<file path="src/rtl/asrv32_exit_monitor.sv">
// Run-control / exit-code monitor for the asrv32 SoC: snoops commits, latches a riscv-tests verdict, keeps stats.
// Optional write-trace buffer enabled by defining ASRV32_EXIT_MONITOR_TRACE_EN.
module asrv32_exit_monitor #(
    parameter logic [31:0] PC_LIMIT    = 32'h0000_07CC,
    parameter logic [31:0] TOHOST_ADDR = 32'h0000_1000,
    parameter int unsigned TIMEOUT     = 100000,
    parameter int unsigned CNT_W       = 32,
    parameter int unsigned TRACE_DEPTH = 16,
    localparam int unsigned IDX_W      = $clog2(TRACE_DEPTH)
) (
    input  logic             clk,
    input  logic             rst_n,
    input  logic             i_clear,
    input  logic             i_inst_valid,
    input  logic [31:0]      i_inst,
    input  logic [31:0]      i_pc,
    input  logic             i_rf_wr_en,
    input  logic [4:0]       i_rf_wr_addr,
    input  logic [31:0]      i_rf_wr_data,
    input  logic             i_mem_wr_en,
    input  logic [31:0]      i_mem_addr,
    input  logic [31:0]      i_mem_wr_data,
    input  logic [3:0]       i_mem_wr_mask,
    output logic             o_done,
    output logic [2:0]       o_status,
    output logic [30:0]      o_exit_code,
    output logic [CNT_W-1:0] o_cycles,
    output logic [CNT_W-1:0] o_retired,
    output logic [CNT_W-1:0] o_rf_writes,
    output logic [CNT_W-1:0] o_mem_writes,
    input  logic [IDX_W-1:0] i_trace_idx,
    output logic [69:0]      o_trace_entry
);
    typedef enum logic [1:0] {S_IDLE, S_RUN, S_DONE} state_e;

    localparam logic [2:0]       ST_RUN = 3'd0, ST_PASS = 3'd1, ST_FAIL = 3'd2;
    localparam logic [2:0]       ST_UNKNOWN = 3'd3, ST_TIMEOUT = 3'd4, ST_IDLE = 3'd7;
    localparam logic [31:0]      EBREAK = 32'h0010_0073;
    localparam logic [31:0]      ECALL  = 32'h0000_0073;
    localparam bit               TIMEOUT_EN = (TIMEOUT != 0);
    localparam logic [CNT_W-1:0] TIMEOUT_C  = CNT_W'(TIMEOUT);

    state_e           state_q;
    logic             done_q;
    logic [2:0]       status_q, status_d;
    logic [30:0]      code_q, code_d;
    logic [31:0]      x10_q, x17_q, x10_fwd, x17_fwd;
    logic [CNT_W-1:0] cycles_q, retired_q, rf_writes_q, mem_writes_q;
    logic [CNT_W-1:0] cycles_d, retired_d, rf_writes_d, mem_writes_d;
    logic             active, rf_ok, is_sys, tohost_hit, pc_hit, timeout_hit, exit_fire;

    function automatic logic [CNT_W-1:0] sat_inc(input logic [CNT_W-1:0] v, input logic en);
        return (en && (v != '1)) ? v + CNT_W'(1) : v;
    endfunction

    always_comb begin
        active  = (state_q == S_RUN) || ((state_q == S_IDLE) && i_inst_valid);
        rf_ok   = i_rf_wr_en && (i_rf_wr_addr != 5'd0);
        // A same-cycle register write is visible to an ebreak/ecall retiring alongside it.
        x10_fwd = (rf_ok && (i_rf_wr_addr == 5'd10)) ? i_rf_wr_data : x10_q;
        x17_fwd = (rf_ok && (i_rf_wr_addr == 5'd17)) ? i_rf_wr_data : x17_q;
        is_sys      = i_inst_valid && ((i_inst == EBREAK) || (i_inst == ECALL));
        tohost_hit  = i_mem_wr_en && (i_mem_addr == TOHOST_ADDR) && (i_mem_wr_mask == 4'hF)
                      && i_mem_wr_data[0];
        pc_hit      = i_inst_valid && (i_pc >= PC_LIMIT);
        cycles_d     = sat_inc(cycles_q, 1'b1);
        retired_d    = sat_inc(retired_q, i_inst_valid);
        rf_writes_d  = sat_inc(rf_writes_q, rf_ok);
        mem_writes_d = sat_inc(mem_writes_q, i_mem_wr_en);
        timeout_hit  = TIMEOUT_EN && (cycles_d == TIMEOUT_C);

        exit_fire = 1'b1;
        status_d  = ST_RUN;
        code_d    = '0;
        if (tohost_hit) begin
            status_d = (i_mem_wr_data == 32'd1) ? ST_PASS : ST_FAIL;
            code_d   = i_mem_wr_data[31:1];
        end else if (is_sys) begin
            code_d = x10_fwd[31:1];
            if (x17_fwd == 32'h5d) status_d = (x10_fwd == 32'd0) ? ST_PASS : ST_FAIL;
            else                   status_d = ST_UNKNOWN;
        end else if (pc_hit) begin
            status_d = ST_UNKNOWN;
        end else if (timeout_hit) begin
            status_d = ST_TIMEOUT;
        end else begin
            exit_fire = 1'b0;
        end
    end

    always_ff @(posedge clk or negedge rst_n) begin
        if (!rst_n) begin
            state_q <= S_IDLE;  done_q <= 1'b0;  status_q <= ST_IDLE;  code_q <= '0;
            x10_q <= '0;  x17_q <= '0;
            cycles_q <= '0;  retired_q <= '0;  rf_writes_q <= '0;  mem_writes_q <= '0;
        end else if (i_clear) begin
            state_q <= S_IDLE;  done_q <= 1'b0;  status_q <= ST_IDLE;  code_q <= '0;
            x10_q <= '0;  x17_q <= '0;
            cycles_q <= '0;  retired_q <= '0;  rf_writes_q <= '0;  mem_writes_q <= '0;
        end else if (state_q != S_DONE) begin
            if (rf_ok && (i_rf_wr_addr == 5'd10)) x10_q <= i_rf_wr_data;
            if (rf_ok && (i_rf_wr_addr == 5'd17)) x17_q <= i_rf_wr_data;
            if (active) begin
                cycles_q     <= cycles_d;
                retired_q    <= retired_d;
                rf_writes_q  <= rf_writes_d;
                mem_writes_q <= mem_writes_d;
                if (exit_fire) begin
                    state_q  <= S_DONE;
                    done_q   <= 1'b1;
                    status_q <= status_d;
                    code_q   <= code_d;
                end else begin
                    state_q  <= S_RUN;
                    status_q <= ST_RUN;
                end
            end
        end
    end

    assign o_done       = done_q;
    assign o_status     = status_q;
    assign o_exit_code  = code_q;
    assign o_cycles     = cycles_q;
    assign o_retired    = retired_q;
    assign o_rf_writes  = rf_writes_q;
    assign o_mem_writes = mem_writes_q;

`ifdef ASRV32_EXIT_MONITOR_TRACE_EN
    localparam int unsigned FILL_W = IDX_W + 1;

    logic [68:0]       trace_mem [TRACE_DEPTH];
    logic [IDX_W-1:0]  wr_ptr_q, wr_ptr_d, rf_slot, rd_slot;
    logic [FILL_W-1:0] fill_q, fill_d, fill_sum;
    logic [69:0]       trace_entry_q;
    logic              mem_log, rf_log;
    logic [1:0]        n_log;

    always_comb begin
        mem_log  = active && i_mem_wr_en;
        rf_log   = active && rf_ok;
        n_log    = {1'b0, mem_log} + {1'b0, rf_log};
        // Memory write takes the first slot, so the register write ends up newest.
        rf_slot  = mem_log ? wr_ptr_q + IDX_W'(1) : wr_ptr_q;
        wr_ptr_d = wr_ptr_q + IDX_W'(n_log);
        fill_sum = fill_q + FILL_W'(n_log);
        fill_d   = (fill_sum > FILL_W'(TRACE_DEPTH)) ? FILL_W'(TRACE_DEPTH) : fill_sum;
        rd_slot  = wr_ptr_q - IDX_W'(1) - i_trace_idx;
    end

    always_ff @(posedge clk) begin
        for (int i = 0; i < int'(TRACE_DEPTH); i++) begin
            if (mem_log && (wr_ptr_q == IDX_W'(i)))
                trace_mem[i] <= {1'b1, i_mem_wr_mask, i_mem_addr, i_mem_wr_data};
            else if (rf_log && (rf_slot == IDX_W'(i)))
                trace_mem[i] <= {1'b0, 4'h0, 27'd0, i_rf_wr_addr, i_rf_wr_data};
        end
    end

    always_ff @(posedge clk or negedge rst_n) begin
        if (!rst_n) begin
            wr_ptr_q <= '0;  fill_q <= '0;  trace_entry_q <= '0;
        end else if (i_clear) begin
            wr_ptr_q <= '0;  fill_q <= '0;  trace_entry_q <= '0;
        end else begin
            wr_ptr_q      <= wr_ptr_d;
            fill_q        <= fill_d;
            trace_entry_q <= ({1'b0, i_trace_idx} < fill_q) ? {1'b1, trace_mem[rd_slot]} : '0;
        end
    end

    assign o_trace_entry = trace_entry_q;
`else
    logic unused_trace_idx;
    assign unused_trace_idx = ^i_trace_idx;
    assign o_trace_entry    = '0;
`endif

endmodule

</file>
<file path="config.mk">
export PLATFORM = sky130hd
export DESIGN_NAME = asrv32_exit_monitor
export DESIGN_NICKNAME = d
export VERILOG_FILES = /design/src/rtl/asrv32_exit_monitor.sv
export SDC_FILE = /design/constraint.sdc
export NUM_CORES = 1
export LEC_CHECK = 0
export BUFFER_PORTS_ARGS = -buffer_cell sky130_fd_sc_hd__buf_4
export CORE_MARGIN = 2
export CORE_UTILIZATION = 55
export CTS_BUF_LIST = sky130_fd_sc_hd__clkbuf_4
export CTS_CLUSTER_DIAMETER = 120
export DETAILED_ROUTE_END_ITERATION = 16
export PLACE_DENSITY = 0.94
export REMOVE_ABC_BUFFERS = 1
export SYNTH_ARGS = -nofsm -noshare
export SYNTH_HDL_FRONTEND = slang
export SYNTH_SLANG_ARGS = --single-unit
</file>
<file path="constraint.sdc">
create_clock -name clk -period 6 [get_ports clk]
set_clock_uncertainty 0.05 [all_clocks]
set_input_delay 0.3 -clock clk [delete_from_list [all_inputs] [get_ports clk]]
set_output_delay 0.3 -clock clk [all_outputs]
set_load 0.01 [all_outputs]
</file>
==> flow_summary.yaml, run 1 <==
worst_setup_path:
  cp.arrival_ns: 5.02
  slowest_stage: "or2_2"
  reg2reg_to: "o_exit_code[12]"
  worstPathRequired_ns: 6.51
  path_class: "register to register"
  cpPeakStageDelay_ns: 0.88
  rr_startpoint: "o_cycles[0]"
  cp_cell_sequence: "ha_1 -> and3_1 -> nand2_1 -> nor3_1 -> xor2_1 -> or4_4 -> nor4_4 -> or2_2 -> a221oi_2"
  endpoint_kind: "register"
  reg2reg_slack_ns: 1.49
  r2r_cells: 9
  worstPathMaxFanout: 31
  startpoint_type: "register"
grt:
  overflow: 0
  grt_use_total_pct: 33.42
  antenna_found_initial: 2
  grt_max_degree: 127
  grt_pass1_wl_um: 66780
  grt_pass1_vias: 12850
drt:
  met2_length_um: 20910
  viasPerCell: 6.089
  drc_errors: 0
  vias: 12930
  wl_met1_um: 16240
  drt_first_pass_iters: 5
  drtAntennaViolNets: 0
  wire_per_inst_um: 20.32
  highest-signal-layer: "met4"
  detailroute.wirelength.met3_um: 4029
  wl_um: 43160
  drt_iter0_markers: 1173
floorplan:
  dieArea_mm2: 0.02512
  io_pins: 412
  initial_core_util_pct: 55.92
  design.core.area_mm2: 0.02347
  chipWidth_um: 158.5
  die-height_um: 158.5
  num_rows: 56
logic_synthesis:
  synth-seq-cells: 229
  synthSimpleGateAreaFrac_pct: 22.44
  synth_xor_area_share_pct: 5.529
  muxShareOfSynthArea_pct: 2.984
  syn_avg_cell_area_um2: 9.630
  synthCells: 1363
  synth_edf_count: 0
  ys.flop_type: "dfrtp_1"
  syn_area_mm2: 0.01313
  synth-async-reset-ratio_pct: 100.0
  synthAdderAreaFrac_pct: 0.3813
  synth-compound-area-share_pct: 16.85
  synth_cell_type_count: 84
  synth_top_family_by_area: "simple AND/OR/NAND/NOR gates"
  synth_seq_area_share_pct: 43.69
  yosysWarnings: 0
clock_network:
  cts_buffers: 60
  insertion_delay_ns: 0.73
  numClockSinks: 229
  htree_levels: 2
  clk_pin_slew_ns: 0.08
  cts_root_buf: "clkbuf_4"
  postCtsSetupRepairBufs: 0
  post_cts_resized: 0
  tritoncts: "done"
  cts_buffer_depth: 3
power_and_ir_drop:
  power.internal_mw: 2.506
  pwr-share-seq_pct: 45.9
  clock_power_share_pct: 41.5
  p_sw_uw: 964.4
  p_sw_share_pct: 27.79
  p_per_area_mw_per_mm2: 204.3
  irDropWorstVdd_v: 0.0001608
  leakage_nw: 7.805
  pwr-share-comb_pct: 12.6
sta:
  drv_slew: 0
  post-route-period-util_pct: 75.22
  fmax_mhz: 221.6
  min_period_ns: 4.513
  relSlewSlack_pct: 22.98
  fin_tns_setup_ns: 0
  hold_viol_final: 0
  setup_viol: 0
  tightest_slew_ns: 1.150
  rsz0062_at_grt: "false"
layout:
  fill_cells: 1633
  area_delta_synth_final_pct: 29.45
  final_nets: 1940
  instances_no_fill: 2124
  drive_gt1_share_pct: 27.95
status:
  status: "complete, no violations"
placed_design:
  dp_hpwl_um: 27780
  place_congestion: 0.9503
  dp_cells: 1948
  io_buffers: 334
worst_hold_path:
  hp-class: "primary input to asynchronous set/reset pin"
job:
  max_cap_viol_count: 0
[kinds of logic after synthesis]
logic type,after synthesis
simple gates,548
compound gates,272
flops,229
buf+inv,188
xor+xnor,82
mux,39
fa+ha+maj,4
other cells,1
[flip-flops by register name, indices dropped and copies added (netlist names), 2 cells and up]
signal / count
o_cycles: 32
o_mem_writes: 32
o_retired: 32
o_rf_writes: 32
x10_q: 32
x17_q: 32
o_exit_code: 31
o_status: 3
state_q: 2
[how the worst max path moves through the flow]
stage / depth (start not counted) / from / slack (ns) / to
6_report: 9 / o_cycles[0] / 1.49 / o_exit_code[12]
5_1_grt: 9 / o_cycles[0] / 1.08 / o_exit_code[12]
4_1_cts: 9 / o_cycles[0] / 1.54 / o_exit_code[0]
3_5_place_dp: 9 / o_cycles[0] / 1.56 / o_exit_code[0]
3_3_place_gp: 9 / o_cycles[0] / 1.70 / o_exit_code[0]
2_1_floorplan: 6 / i_mem_addr[18] / 0.08 / o_exit_code[0]
[metal layers]
metal,vias up,GRT usage (%)
li1,5731,-
met2,785,53.64
met5,-,0
met4,0,17.33
met1,6238,41.31
met3,180,9.390
[through the flow]
| stage | instance area, µm² | hold slack [ns] | utilization, % | power (mW) | setup WS [ns] |
|---|---|---|---|---|---|
| detailed placement | 15530 | 0.3507 | 66.18 | 2.003 | 1.561 |
| floorplan | 12470 | -0.04559 | - | 1.763 | 0.07857 |
| CTS | 16990 | 0.1642 | 72.36 | 3.459 | 1.538 |
| finish | 16990 | 0.1832 | 72.38 | 3.470 | 1.487 |
| global placement | 15530 | 0.3435 | 66.18 | 1.990 | 1.701 |
| global route | 16990 | 0.2124 | 72.38 | 3.600 | 1.077 |
[synthesized netlist by cell type, drive strengths merged (2+ instances only)]
| library cell | number | area [µm²] |
|---|---|---|
| a31oi | 4 | 31.28 |
| dfstp | 3 | 78.83 |
| nand3b | 4 | 30.03 |
| buf | 92 | 701.9 |
| or3b | 2 | 17.52 |
| nand3 | 57 | 290.3 |
| a41oi | 5 | 43.79 |
| nand2 | 79 | 299.0 |
| xnor2 | 36 | 322.8 |
| nor4 | 52 | 361.6 |
| xor2 | 46 | 402.9 |
| a211o | 3 | 26.28 |
| o21a | 5 | 37.54 |
| and4b | 4 | 40.04 |
| a311oi | 13 | 113.9 |
| nor2 | 132 | 498.0 |
| ha | 4 | 50.05 |
| inv | 39 | 146.4 |
| o21ai | 34 | 173.9 |
| a22o | 64 | 560.5 |
| a211oi | 38 | 290.3 |
| o2111ai | 4 | 47.55 |
| mux2i | 38 | 380.4 |
| or2 | 5 | 31.28 |
| or3 | 23 | 148.9 |
| nor4b | 3 | 26.28 |
| o31ai | 3 | 36.28 |
| o22ai | 3 | 18.77 |
| a21oi | 52 | 260.3 |
| nand4 | 33 | 212.7 |
| nor2b | 4 | 25.02 |
| and4 | 29 | 256.5 |
| o211ai | 3 | 27.52 |
| and2 | 8 | 52.55 |
| nor3b | 2 | 15.01 |
| dfrtp | 226 | 5655 |
| clkbuf | 57 | 214.0 |
| or4 | 6 | 52.55 |
| and3 | 29 | 181.4 |
| a221oi | 30 | 444.2 |
| nor3 | 72 | 370.4 |
[repair_timing]
action,CTS,global route
endpoints found under the hold margin,217,0
hold buffers,66,0
setup endpoints to repair,0,0
[layout make-up]
| type | count | area [µm²] | share of cell area, % |
|---|---|---|---|
| tap | 319 | 399.1 | 2.349 |
| clock inverter | 28 | 190.2 | 1.119 |
| timing repair buffer | 412 | 3282 | 19.32 |
| multi-input combinational | 1015 | 6633 | 39.04 |
| inverter | 39 | 146.4 | 0.8616 |
| clock buffer | 80 | 600.6 | 3.535 |
| antenna | 2 | 5.005 | 0.02946 |
| sequential | 229 | 5734 | 33.75 |
[cells in the final DEF (no fill, tap or decap), types with 13 or more instances in the layout]
cell / Yosys / final
a211oi_1: 37 / 37
a21oi_1: 52 / 49
a221oi_2: 29 / 29
a22o_1: 64 / 64
a311oi_1: 13 / 13
and3_1: 29 / 29
and4_1: 28 / 28
buf_4: 70 / 343
clkbuf_4: 0 / 80
clkinv_1: 0 / 20
conb_1: 1 / 70
dfrtp_1: 226 / 226
dlygate4sd3_1: 0 / 66
inv_1: 39 / 39
mux2i_1: 38 / 38
nand2_1: 78 / 78
nand3_1: 56 / 56
nand4_1: 32 / 32
nor2_1: 131 / 131
nor3_1: 70 / 67
nor4_1: 49 / 49
o21ai_0: 32 / 32
or3_1: 22 / 22
xnor2_1: 35 / 35
xor2_1: 46 / 46
[worst max-delay path: cells and delay by family, from the launching register on]
kind	cells	cell delay [ns]
adders and majority gates	1	0.35
AOI/OAI and AO/OA	1	0.19
DFF	1	0.48
xor gates and xnor gates	1	0.13
and+or+nand+nor	6	3.10
[power by group through the flow]
stage          Sequential, mW  Clock, mW  Combinational (mW)
4_1_cts                  1.59       1.45               0.420
6_report                 1.59       1.44               0.436
5_1_grt                  1.60       1.54               0.468
3_3_place_gp             1.62          0               0.371
2_1_floorplan            1.63          0               0.135
3_5_place_dp             1.62          0               0.383
No activity file was read; power rests on OpenSTA's default activity.
==> run 2, diff against run 1 <==
- ABC_AREA: unset -> 1
- CORE_UTILIZATION: 55 -> 49
- PLACE_DENSITY: 0.94 -> 0.88
- clock period: 6 -> 4.1 ns (I/O delays scaled with it)
==> run 2 against run 1 <==
Net effect: via count is 22% higher; combinational power is 41% higher; flip-flop and latch count unchanged; utilization down 7.8 points; critical path depth up 8; sequential share of layout area is 2.0 points lower; synthesized cell count up 45%; global-route usage down 1.3 points; final area grew 6.2%; fmax increased by 27%.
==> flow_summary.yaml, run 2 <==
worst_setup_path:
  r2r_cells: 17
  worstPathMaxFanout: 31
  path_class: "register to register"
  crit_start: "o_cycles[0]"
  endpoint_kind: "register"
  startpoint_type: "register"
  reg2reg_to: "o_exit_code[22]"
  reg2reg_slack_ns: 0.55
  worstPathRequired_ns: 4.64
  rr_startpoint: "o_cycles[0]"
  cp.arrival_ns: 4.09
  endpoint: "o_exit_code[22]"
drt:
  met2_length_um: 24220
  highest-signal-layer: "met4"
  wl_um: 49310
  detailroute.wirelength.met3_um: 4472
  drt_iter0_markers: 1879
  drt_first_pass_iters: 7
  vias: 15790
  drc_errors: 0
  viasPerCell: 5.610
  wl_met1_um: 18060
  drtAntennaViolNets: 0
  wire_per_inst_um: 17.52
status:
  status: "complete, no violations"
layout:
  area_delta_synth_final_pct: 29.14
  instances_no_fill: 2815
  drive_gt1_share_pct: 20.08
  mostFrequentLayoutCells: "458 x nand2_1, 348 x buf_4, 246 x nor2_1"
  final_common_cell: "nand2_1"
  final_nets: 2575
  fill_cells: 2327
sta:
  fin_tns_setup_ns: 0
  min_period_ns: 3.551
  hold_viol_final: 0
  setup_viol: 0
  relSlewSlack_pct: 36.43
  post-route-period-util_pct: 86.61
  tightest_slew_ns: 0.9536
  rsz0062_at_grt: "false"
  fmax_mhz: 281.6
  drv_slew: 0
grt:
  grt_use_total_pct: 32.11
  antenna_found_initial: 2
  grt_pass1_wl_um: 78760
  grt_max_degree: 117
  overflow: 0
  grt_pass1_vias: 15440
clock_network:
  tritoncts: "done"
  cts_root_buf: "clkbuf_4"
  postCtsSetupRepairBufs: 0
  numClockSinks: 229
  htree_levels: 3
  cts_buffers: 66
  cts_buffer_depth: 3
  insertion_delay_ns: 0.70
  clk_pin_slew_ns: 0.07
logic_synthesis:
  synth_commonest_cells: "458 x nand2_1, 248 x nor2_1, 244 x inv_1"
  yosysWarnings: 0
  synth_seq_area_share_pct: 41.05
  syn_area_mm2: 0.01397
  synth-seq-cells: 229
  ys.flop_type: "dfrtp_1"
  synth_edf_count: 0
  syn_avg_cell_area_um2: 7.076
  synth-async-reset-ratio_pct: 100.0
  synthCells: 1974
  synth_cell_type_count: 47
  synth_area_leaders: "dfrtp_1 40%, nand2_1 12%, nor2_1 6.7%"
  yosysMostFrequentCell: "nand2_1"
  synth_top_area_share_pct: 40.49
  yosysTopAreaCell: "dfrtp_1"
floorplan:
  initial_core_util_pct: 50.00
  io_pins: 412
  chipWidth_um: 172.8
  dieArea_mm2: 0.02987
  die-height_um: 172.8
  design.core.area_mm2: 0.02793
  num_rows: 61
job:
  max_cap_viol_count: 0
power_and_ir_drop:
  irDropWorstVdd_v: 0.0002195
  p_per_area_mw_per_mm2: 285.3
  leakage_nw: 8.733
worst_hold_path:
  hp-class: "primary input to register"
placed_design:
  place_congestion: 0.9852
  io_buffers: 334
  dp_cells: 2636
  dp_hpwl_um: 33980
==> run 2: kinds of logic (layout without fill, tap and decap cells) <==
logic type	after synthesis	count (layout)	synth area share (%)
xor gates and xnor gates	21	21	1.317
adders and majority gates	4	4	0.3583
other	1	72	0.02685
and+or+nand+nor	1001	1001	31.06
AOI/OAI and AO/OA	336	336	13.60
DFF	229	229	41.05
buffers and inverters	382	774	12.59
==> run 2: worst max-delay path, stage by stage (launching register included) <==
cell and delay [ns]:
dfrtp_1 0.50, ha_1 0.32, inv_2 0.08, nor2_4 0.17, nand2_4 0.09, nor2_8 0.19, nand2_4 0.19, inv_1 0.51
nor2_1 0.13, nand2_1 0.10, nor2_1 0.04, nand2_1 0.11, nor2_1 0.07, nand2_2 0.12, nand3_2 0.11, nand2_4 0.39
nand2_1 0.15, nand2_1 0.11
==> run 2: metal layers <==
layer	up-vias	track usage, %
li1	7265	-
met1	7330	37.63
met2	959	55.83
met3	237	6.618
met4	0	16.17
met5	-	0
==> run 2: worst min path at each step <==
stage / depth (start not counted) / from / slack (ns) / endpoint
3_3_place_gp: 1 / rst_n / 0.29 / o_cycles[30]
4_1_cts: 5 / i_inst_valid / 0.02 / o_retired[15]
3_5_place_dp: 1 / rst_n / 0.32 / o_cycles[14]
6_report: 5 / i_inst_valid / 0.04 / o_retired[15]
5_1_grt: 5 / i_inst_valid / 0.07 / o_retired[15]
2_1_floorplan: 0 / rst_n / -0.14 / o_cycles[0]
==> run 2: final cells by class <==
| cell class | count | area (µm²) | share of cell area [%] |
|---|---|---|---|
| inverter | 248 | 930.9 | 5.161 |
| clock buffer | 94 | 705.7 | 3.912 |
| multi-input combinational | 1432 | 6771 | 37.54 |
| timing repair buffer | 415 | 3288 | 18.23 |
| sequential | 229 | 5734 | 31.79 |
| clock inverter | 17 | 130.1 | 0.7214 |
| antenna | 2 | 5.005 | 0.02774 |
| tap | 378 | 473.0 | 2.622 |
==> run 2: through the flow <==
step	area, µm²	power [mW]	setup slack (ns)	util [%]	hold WS, ns
final	18040	5.147	0.5488	64.57	0.04267
after global routing	18040	5.363	0.3327	64.57	0.07346
after CTS	18030	5.162	0.6905	64.56	0.02361
after detailed placement	16540	2.909	0.7231	59.20	0.3152
after global placement	16540	2.892	0.7910	59.20	0.2943
after floorplan	13400	2.574	0.5331	-	-0.1406
==> run 2: timing repair <==
action	4_1_cts	5_1_grt
resized for setup	0	0
endpoints found under the hold margin	213	0
hold buffers	66	0
==> run 2: power by group <==
part / leakage, nW / switching, mW / internal (mW) / total, mW
combinational: 5.06 / 0.375 / 0.241 / 0.616
clock: 0.492 / 1.03 / 1.18 / 2.21
sequential: 3.18 / 0.0295 / 2.29 / 2.32
total: 8.73 / 1.44 / 3.71 / 5.15
==> run 3, diff against run 2 <==
- CORE_UTILIZATION: 49 -> 48
- CTS_BUF_LIST: sky130_fd_sc_hd__clkbuf_4 -> unset
- PLACE_DENSITY: 0.88 -> 0.87
==> run 3 against run 2 <==
Net effect: register-to-register slack better by 0.23 ns; combinational power down 5.7%; sequential share of layout area up 0.19 points; critical path type unchanged; first-iteration DRC count down 23%; final area down 0.60%; worst hold slack worse by 0.017 ns.
==> flow_summary.yaml, run 3 (synthesis gave the netlist of run 2 again) <==
layout:
  area_delta_synth_final_pct: 28.37
  final_nets: 2511
  final_common_cell: "nand2_1"
  mostFrequentLayoutCells: "458 x nand2_1, 347 x buf_4, 246 x nor2_1"
  n_antenna_cell: 0
  drive_gt1_share_pct: 18.48
  fin_util_pct: 62.47
clock_network:
  insertion_delay_ns: 0.54
  numClockSinks: 229
  cts_root_buf: "clkbuf_16"
  tritoncts: "done"
  post_cts_resized: 0
  cts_buffers: 27
  cts_buffer_depth: 3
  postCtsSetupRepairBufs: 0
  htree_levels: 1
  clk_pin_slew_ns: 0.06
grt:
  grt.met2_usage_pct: 50.81
  grt_use_total_pct: 29.06
  overflow: 0
  grtUsageMet1_pct: 36.87
  grt_pass1_wl_um: 72350
  antenna_found_initial: 0
  grt_pass1_vias: 14400
  busiest_layer: "met2"
  gr-usage-met3_pct: 4.112
  grt_max_degree: 127
drt:
  drt_iter0_markers: 1453
  drt_first_pass_iters: 8
  wl_um: 46080
  drtAntennaViolNets: 0
  vias: 15110
  wire_per_inst_um: 16.86
  viasPerCell: 5.529
  drc_errors: 0
job:
  max_cap_viol_count: 0
power_and_ir_drop:
  clock_power_share_pct: 46.8
  leakage_nw: 8.624
  p_sw_mw: 1.347
  irDropWorstVdd_v: 0.0002603
  pwr-share-seq_pct: 42.6
  p_sw_share_pct: 24.75
  p_per_area_mw_per_mm2: 303.7
  power.internal_mw: 4.097
  pwr-share-comb_pct: 10.7
  power_mw: 5.445
sta:
  hold_viol_final: 0
  drv_slew: 0
  fin_tns_setup_ns: 0
  rsz0062_at_grt: "false"
  fmax_mhz: 300.8
  layout_setup_ws_ns: 0.7759
  post-route-period-util_pct: 81.08
  setup_viol: 0
  tightest_slew_ns: 1.025
  min_period_ns: 3.324
  relSlewSlack_pct: 31.70
status:
  status: "complete, no violations"
worst_setup_path:
  worstPathMaxFanout: 31
  critPathMostFrequentCell: "nand2_1"
  cp.arrival_ns: 3.75
  cpPeakStageDelay_ns: 0.50
  cp_cell_sequence: "ha_1 -> inv_2 -> nor2_4 -> nand2_4 -> nor2_8 -> nand2_4 -> inv_1 -> nor2_1 -> nand2_1 -> nor2_1 -> nand2_1 -> nor2_1 -> nand2_2 -> nand3_2 -> nand2_4 -> nand2_1 -> nand2_1"
  startpoint_type: "register"
  slowest_stage: "dfrtp_1"
  path_class: "register to register"
  endpoint_kind: "register"
  worstPathRequired_ns: 4.52
floorplan:
  io_pins: 412
  design.core.area_mm2: 0.02870
  initial_core_util_pct: 48.67
  dieArea_mm2: 0.03048
  die-height_um: 174.6
  chipWidth_um: 174.6
  num_rows: 62
placed_design:
  place_congestion: 0.9440
  preCtsSetupSlack_ns: 0.8794
  io_buffers: 334
  dp_hpwl_um: 33280
worst_hold_path:
  hp-class: "primary input to register"
-- run 3: changes by cell type in the layout (fill, tap and decap cells not counted), sizes merged --
cell and change:
clkbuf -50, clkinv -8, clkinvlp -2, diode -2, dlygate4sd3 -25, inv -1
-- run 3: path summary, 6_finish.rpt --
check / endpoint / startpoint / cells after the start / slack, ns
max: o_exit_code[5] / o_cycles[0] / 17 / 0.78
min: o_exit_code[28] / i_mem_wr_data[29] / 5 / 0.03
max reg2reg: o_exit_code[5] / o_cycles[0] / 17 / 0.78
min reg2reg: o_status[0] / o_status[0] / 2 / 0.43
max in group asynchronous: o_status[0] / rst_n / 3 / 2.71
min in group asynchronous: o_cycles[30] / rst_n / 2 / 0.27
-- run 3: layout make-up --
class,count,area (µm²)
clock buffers,44,879.6
clock inverters,6,83.83
fillers,2463,10770
inverters,248,930.9
multi-input cells,1432,6771
flip-flops and latches,229,5734
well taps,384,480.5
repair buffers,390,3050
-- run 3: repair_timing --
action | in CTS | in global routing
hold endpoints to repair | 164 | 0
endpoints found under the setup margin | 0 | 0
hold buffers | 41 | 0
-- run 3: metal layers --
layer	vias to the layer above	share of wire, %
met5	-	0
met4	0	3.5
met3	131	7.8
met2	786	50
met1	7091	39
li1	7104	-
-- run 3: through the flow --
| stage | hold WS (ns) | area, µm² | std cells |
|---|---|---|---|
| 2_1_floorplan | -0.1406 | 13400 | 1909 |
| 3_3_place_gp | 0.3038 | 16560 | 2642 |
| 3_5_place_dp | 0.3165 | 16560 | 2642 |
| 4_1_cts | 0.0006798 | 17930 | 2733 |
| 5_1_grt | 0.02734 | 17930 | 2733 |
| 6_report | 0.02533 | 17930 | 2733 |
-- run 3: critical path, delay by kind of cell, from the launching register on --
kind	cells	cell delay, ns
buffers and inverters	2	0.49
adders and majority gates	1	0.32
and+or+nand+nor	14	1.88
DFF	1	0.50
-- run 3: power groups by stage --
stage / clock network, mW / registers [mW] / logic [mW]
final: 2.55 / 2.32 / 0.581
after global routing: 2.69 / 2.32 / 0.633
after CTS: 2.59 / 2.32 / 0.575
after detailed placement: 0 / 2.36 / 0.541
after global placement: 0 / 2.36 / 0.531
after floorplan: 0 / 2.36 / 0.213
